===== config.mk =====
export PLATFORM = sky130hd
export DESIGN_NAME = dec_scan_n
export DESIGN_NICKNAME = d
export VERILOG_FILES = /design/src/rtl/dec_scan_n.sv
export SDC_FILE = /design/constraint.sdc
export NUM_CORES = 1
export LEC_CHECK = 0
export CORE_MARGIN = 8
export CORE_UTILIZATION = 35
export CTS_BUF_LIST = sky130_fd_sc_hd__clkbuf_4 sky130_fd_sc_hd__clkbuf_8
export DETAILED_ROUTE_END_ITERATION = 6
export PLACE_DENSITY = 0.69
export SLEW_MARGIN = 20
export SYNTH_ARGS = -nofsm -noshare
export SYNTH_HDL_FRONTEND = slang
export SYNTH_SLANG_ARGS = --single-unit

===== constraint.sdc =====
create_clock -name clk -period 4.3 [get_ports clk]
set_input_delay 0.86 -clock clk [delete_from_list [all_inputs] [get_ports clk]]
set_output_delay 0.86 -clock clk [all_outputs]
set_load 0.01 [all_outputs]

===== src/rtl/dec_scan_n.sv =====
// dec_scan_n: parametrised N-to-2^N decoder with registered one-hot (or
// one-cold) outputs. Direct mode decodes the select input one clock later;
// scan mode walks the outputs from index 0 up to 'last' at a prescaled rate,
// for digit or row multiplexing of downstream banks.
module dec_scan_n #(
  parameter int N          = 3,
  parameter int DIV        = 4,
  parameter bit ACTIVE_LOW = 1'b0
) (
  input  logic              clk,
  input  logic              rst,
  input  logic              en,
  input  logic              mode,
  input  logic [N-1:0]      A,
  input  logic [N-1:0]      last,
  output logic [(1<<N)-1:0] D,
  output logic [N-1:0]      idx,
  output logic              wrap
);

  localparam int W  = 1 << N;
  // A DIV of 1 still gets a one-bit prescaler; it simply never counts.
  localparam int PW = (DIV > 1) ? $clog2(DIV) : 1;

  localparam logic [PW-1:0] PRE_LAST = PW'(DIV - 1);
  localparam logic [W-1:0]  INACTIVE = ACTIVE_LOW ? {W{1'b1}} : {W{1'b0}};

  logic [W-1:0]  d_q,    d_n;
  logic [N-1:0]  idx_q,  idx_n;
  logic          wrap_q, wrap_n;
  logic [PW-1:0] pre_q,  pre_n;
  logic          mode_q, mode_n;

  // One-hot image of an index, before polarity is applied.
  function automatic logic [W-1:0] onehot(input logic [N-1:0] i);
    logic [W-1:0] v;
    v    = '0;
    v[i] = 1'b1;
    return v;
  endfunction

  // Apply the output polarity: active-low banks see the one-cold inverse.
  function automatic logic [W-1:0] polar(input logic [W-1:0] v);
    return ACTIVE_LOW ? ~v : v;
  endfunction

  // Next-state selection: enable freezes everything except the outputs,
  // which go inactive; otherwise direct decode, scan entry, or scan step.
  // D is always derived from the next index so D and idx can never skew.
  always_comb begin
    idx_n  = idx_q;
    pre_n  = pre_q;
    mode_n = mode_q;
    wrap_n = 1'b0;
    d_n    = INACTIVE;

    if (en) begin
      mode_n = mode;
      if (!mode) begin
        idx_n = A;
        pre_n = '0;
      end else if (!mode_q) begin
        idx_n = '0;
        pre_n = '0;
      end else if (pre_q == PRE_LAST) begin
        pre_n = '0;
        // Using >= means a shrunken 'last' below the current index wraps
        // on the next step instead of climbing past the new limit.
        if (idx_q >= last) begin
          idx_n  = '0;
          wrap_n = 1'b1;
        end else begin
          idx_n = idx_q + N'(1);
        end
      end else begin
        pre_n = pre_q + PW'(1);
      end
      d_n = polar(onehot(idx_n));
    end
  end

  // State and output registers with asynchronous return to the idle pattern.
  always_ff @(posedge clk or posedge rst) begin
    if (rst) begin
      d_q    <= INACTIVE;
      idx_q  <= '0;
      wrap_q <= 1'b0;
      pre_q  <= '0;
      mode_q <= 1'b0;
    end else begin
      d_q    <= d_n;
      idx_q  <= idx_n;
      wrap_q <= wrap_n;
      pre_q  <= pre_n;
      mode_q <= mode_n;
    end
  end

  assign D    = d_q;
  assign idx  = idx_q;
  assign wrap = wrap_q;

endmodule


==> impl_metrics.toml, run 1 <==
[layout]
fin_nets = 121
diodes = 0
regArea_um2 = 375
area_growth_pct = 28.7
multi_input_area_um2 = 450
fill_cells = 247
drive_gt1_share_pct = 12.4
layout.cells.non_filler = 135

[detailed_routing]
dr.pass1.iters = 4
drt_wl_total_um = 1830
drt_iter0_drc = 10
wl_per_cell_um = 13.6
vias = 710
ant_nets = 0
via_per_inst = 5.26
drcViolationCount = 0

[logic_synthesis]
synth_top_area_share_pct = 42.9
synth_edf_count = 0
syn-cell-area_um2 = 876
synthAdderAreaFrac_pct = 7.14
syn_inst = 84
syn_avg_cell_area_um2 = 10.4
synth_fp_nets = 99
ys_seq_elements = 15
yosys.area_share.xor_xnor_pct = 0
yosys.area_share.simple_pct = 26.4
synth_seq_area_share_pct = 42.9
synth-compound-area-share_pct = 16.6
ys_top_cells_by_area = "dfrtp_1 (43%), ha_1 (7.1%), inv_1 (3.0%)"
synth_cell_type_count = 37
synthArstFlopShare_pct = 100
muxShareOfSynthArea_pct = 1.29
yosysTopAreaCell = "dfrtp_1"
yosys_warnings = 0
synth_top_family_by_area = "simple AND/OR/NAND/NOR gates"
ys.flop_type = "dfrtp_1"

[global_route]
grt_use_total_pct = 9.37
first_global_vias = 729
grt_overflow_total = 0
grt_pass1_wl_um = 3220
antenna_found_initial = 0
grt_max_degree = 18

[critical_path]
crit_fanout = 7
endpoint_kind = "flop"
start_kind = "input port"
required_ns = 4.49
crit_type = "in2reg"
arrival_ns = 2.58

[pwr]
powerDensity_nw_per_um2 = 331
vdd_drop_max_mv = 0.254
design_power_total_mw = 0.373
p_leak_nw = 0.490

[sta]
fmax_mhz = 419
period_needed_ns = 2.39
finalSetupViolCount = 0
finalCritPeriodShare_pct = 55.5
tightest_slew_ns = 0.573
slew_violations = 0
finClkSkew_ns = 0.00272
rsz0062_at_grt = "false"
finalSetupTns_ns = 0
slew_headroom_pct = 61.7
finalWorstSetupSlack_ns = 1.91
hold_viol_final = 0
timing.hold.ws_ns = 0.562

[clocking]
cts_setup_buffers = 0
insertion_delay_ns = 0.28
cts_buffers = 3
hold_buffers = 0
cts_tree = "yes"
cts.repair.resized = 0
cts_root_buf = "clkbuf_4"
clk_pin_slew_ns = 0.09
h-tree-depth = 1
cts_sinks = 15
clock_path_buffers = 2

[placed_design]
dp.cells = 131
dp_hpwl_um = 1440
numPortBuffers = 21
dp_slack_ns = 1.62
place.gp.congestion = 0.827

[die]
io_pins = 22
rows = 18
fp.coreArea_um2 = 2430
initial_core_util_pct = 36.0
die_w_um = 66.0
dieArea_um2 = 4360
die-height_um = 66.0

[hold_path]
hold_class = "reg2reg"

[job]
drv_cap = 0

[outcome]
status = "complete, no violations"
final cells by class:
| class | count | area share, % |
|---|---|---|
| Tap cell | 30 | 3.33 |
| Timing Repair Buffer | 21 | 18.6 |
| Sequential cell | 15 | 33.3 |
| Inverter | 7 | 2.33 |
| Clock inverter | 1 | 0.444 |
| Clock buffer | 3 | 2.00 |
| Multi-Input combinational cell | 58 | 40.0 |
power by group:
part / switching [mW] / internal (mW) / total, mW
clock: 0.0447 / 0.0346 / 0.0793
sequential: 0.0165 / 0.154 / 0.170
combinational: 0.0640 / 0.0598 / 0.124
cell families after synthesis:
kind of cell	count (synthesis)
flip-flops	15
AO/OA/AOI/OAI	17
buffers and inverters	11
multiplexers	1
AND/OR/NAND/NOR	35
adder cells (fa/ha/maj)	5
cells in the mapped netlist, drive strengths merged (2+ instances only):
master   n
dfrtp   15
and3     4
nor2b    4
nand4b   3
nand2    4
ha       5
nor3     3
nand2b   3
inv      7
clkbuf   2
and4b    2
o31a     2
o21ai    3
buf      2
nand3    3
and2     2
a21oi    3
nor2     5
worst max-delay path, stage by stage:
cell and delay (ns):
clkdlybuf4s50_1 0.45, inv_1 0.04, ha_1 0.34, a21oi_4 0.17
o21ai_2 0.13, o31a_1 0.32, nor4b_2 0.27
routing by layer:
| metal | up-vias | share of wire (%) | GRT usage [%] |
|---|---|---|---|
| li1 | 349 | - | - |
| met1 | 339 | 42 | 9.85 |
| met2 | 18 | 50 | 16.6 |
| met3 | 4 | 6.3 | 4.41 |
| met4 | 0 | 1.5 | 2.13 |
| met5 | - | 0 | 0 |
placed cells by master, fill, tap and decap left out, drive strengths merged, types with 2 or more instances in the layout:
| master | n |
|---|---|
| a21oi | 3 |
| o21ai | 3 |
| nor2 | 5 |
| and3 | 4 |
| nor2b | 4 |
| nand4b | 3 |
| inv | 7 |
| and2 | 2 |
| nand2 | 4 |
| clkdlybuf4s50 | 21 |
| nor3 | 3 |
| nand2b | 3 |
| nand3 | 3 |
| clkbuf | 3 |
| dfrtp | 15 |
| o31a | 2 |
| ha | 5 |
| and4b | 2 |
sequential cells by signal, summed over array words and instances, names as in the netlist:
name    count
wrap        1
idx         3
pre_q       2
mode_q      1
D           8
path summary, 6_finish.rpt:
check,endpoint,depth (start not counted),startpoint,slack [ns]
hold / removal,pre_q[1]$_DFFE_PP0P_,2,pre_q[1]$_DFFE_PP0P_,0.56
hold reg to reg,pre_q[1]$_DFFE_PP0P_,2,pre_q[1]$_DFFE_PP0P_,0.56
max in group asynchronous,D[6]$_DFF_PP0_,2,rst,3.03
setup / recovery,D[1]$_DFF_PP0_,7,last[2],1.91
setup reg to reg,D[1]$_DFF_PP0_,6,idx[0]$_DFFE_PP0P_,2.45
min in group asynchronous,idx[1]$_DFFE_PP0P_,2,rst,0.91
metrics by stage:
step                      area [um2]  utilization [%]
after floorplan                  876                -
after global placement          1100             45.2
final                           1130             46.3
after global routing            1130             46.3
after detailed placement        1100             45.2
after CTS                       1130             46.3
No activity file was read; power rests on OpenSTA's default activity.
==> inputs of run 2 (changes only) <==
Clock period 4.3 ns to 2.3 ns, I/O delays scaled along.
==> results of run 2 <==
Same layout as run 1 (identical final DEF). Status: complete, no violations.
Among the figures that moved: setup slack after placement 1.62 ns -> 0.0189 ns; setup slack after layout 1.91 ns -> 0.314 ns; hold slack 0.562 ns -> 0.509 ns; register-to-register setup slack 2.45 ns -> 0.45 ns; total power 0.373 mW -> 0.697 mW; worst IR drop on VDD 0.254 mV -> 0.474 mV
==> inputs of run 3 (changes only) <==
Settings changed: DONT_BUFFER_PORTS from default to 1, PLACE_DENSITY 0.69 to 0.58.
==> run 3 against run 2 <==
Effect of this change:
- worst setup slack improved by 0.15 ns
- first-iteration DRC count grew 50%
- largest cell class unchanged
- design area down 18%
==> impl_metrics.toml, run 3 (synthesis gave the netlist of run 1 again) <==
[placed_design]
numPortBuffers = 0
dp.cells = 111
place.gp.congestion = 0.854
dp_hpwl_um = 1400

[pwr]
vdd_drop_max_mv = 0.384
p_leak_nw = 0.417
design_power_total_mw = 0.646
powerDensity_nw_per_um2 = 699

[critical_path]
required_ns = 2.48
startpoint = "idx[2]$_DFFE_PP0P_"
crit_type = "reg2reg"
reg2reg_from = "idx[2]$_DFFE_PP0P_"
arrival_ns = 2.02
start_kind = "flop"
endpoint = "D[6]$_DFF_PP0_"
slowest_stage = "dfrtp_1"
rrSetupSlack_ns = 0.47
crit_chain = "ha_1 -> nand2_1 -> o21ai_2 -> o211ai_2 -> and3_1"
crit_fanout = 8
ff2ff_path_depth = 5
critPathMaxStageDelay_ns = 0.49
reg2reg_to = "D[6]$_DFF_PP0_"
endpoint_kind = "flop"

[sta]
finalSetupTns_ns = 0
period_needed_ns = 1.83
rsz0062_at_grt = "false"
timing.hold.ws_ns = 0.0940
finalCritPeriodShare_pct = 79.8
finClkSkew_ns = 0.00705
fmax_mhz = 545
finalSetupViolCount = 0
slew_violations = 0
hold_viol_final = 0
slew_headroom_pct = 63.2
tightest_slew_ns = 0.551

[detailed_routing]
drt_wl_total_um = 1780
ant_nets = 0
wl_per_cell_um = 15.5
via_per_inst = 5.60
drcViolationCount = 0
drt_iter0_drc = 15
vias = 644
dr.pass1.iters = 4

[clocking]
cts.repair.resized = 0
clock_path_buffers = 2
insertion_delay_ns = 0.29
cts_root_buf = "clkbuf_4"
cts_buffers = 3
cts_tree = "yes"
cts_sinks = 15
clk_pin_slew_ns = 0.09
hold_buffers = 0
h-tree-depth = 1
cts_setup_buffers = 0

[global_route]
grt_max_degree = 18
grt_use_total_pct = 8.86
grt_overflow_total = 0
antenna_found_initial = 0
first_global_vias = 632
grt_pass1_wl_um = 2950

[outcome]
status = "complete, no violations"

[die]
die-height_um = 66.0
dieArea_um2 = 4360
io_pins = 22
die_w_um = 66.0
fp.coreArea_um2 = 2430
initial_core_util_pct = 36.0
rows = 18

[job]
drv_cap = 0

[layout]
largest_register_ffs = 8
diodes = 0
layout.cells.non_filler = 115
fin_nets = 101
regArea_um2 = 375
fill_cells = 239
drive_gt1_share_pct = 16.5
multi_input_area_um2 = 450
layout_commonest_cell = "dfrtp_1"
area_growth_pct = 5.57
layout_common_cells = "dfrtp_1 (15), inv_1 (7), nor2_1 (5), ha_1 (5), nand2_1 (4)"

[hold_path]
hold_class = "in2async"
-- run 3: worst max-delay path, delay by kind of cell (launching register included) --
family	cells	cell delay (ns)
adder cells (fa/ha/maj)	1	0.38
AND/OR/NAND/NOR	2	0.36
AO/OA/AOI/OAI	2	0.50
flip-flops	1	0.49
-- run 3: per-stage QoR --
step	util [%]	worst slack (ns)	area [um2]
floorplan	-	0.569	876
global placement	36.9	0.496	897
detailed placement	36.9	0.476	897
CTS	38.0	0.458	925
global route	38.0	0.334	925
finish	38.0	0.466	925
-- run 3: cell type report --
class	instances	area share (%)
Clock buffer	3	2.44
Sequential cell	15	40.6
Multi-Input combinational cell	58	48.7
Inverter	7	2.84
Tap cell	30	4.06
Timing Repair Buffer	1	0.812
Clock inverter	1	0.541
-- run 3: how the worst min path moves through the flow --
stage	start	to	slack (ns)	cells past startpoint
after floorplan	rst	D[0]$_DFF_PP0_	0.36	1
after global routing	rst	idx[1]$_DFFE_PP0P_	0.12	1
final	rst	idx[1]$_DFFE_PP0P_	0.09	1
after CTS	rst	idx[1]$_DFFE_PP0P_	0.11	1
after detailed placement	rst	pre_q[0]$_DFFE_PP0P_	0.43	1
after global placement	rst	pre_q[1]$_DFFE_PP0P_	0.42	1
-- run 3: layer usage --
layer	global-route usage, %	routed length, um	vias to the layer above
li1	-	-	309
met1	9.40	768	312
met2	14.3	835	19
met3	5.25	162	4
met4	3.20	18	0
met5	0	0	-
-- run 3: report_power, final --
part	switching [mW]	internal, mW
sequential	0.0381	0.287
clock	0.0871	0.0647
combinational	0.0992	0.0701
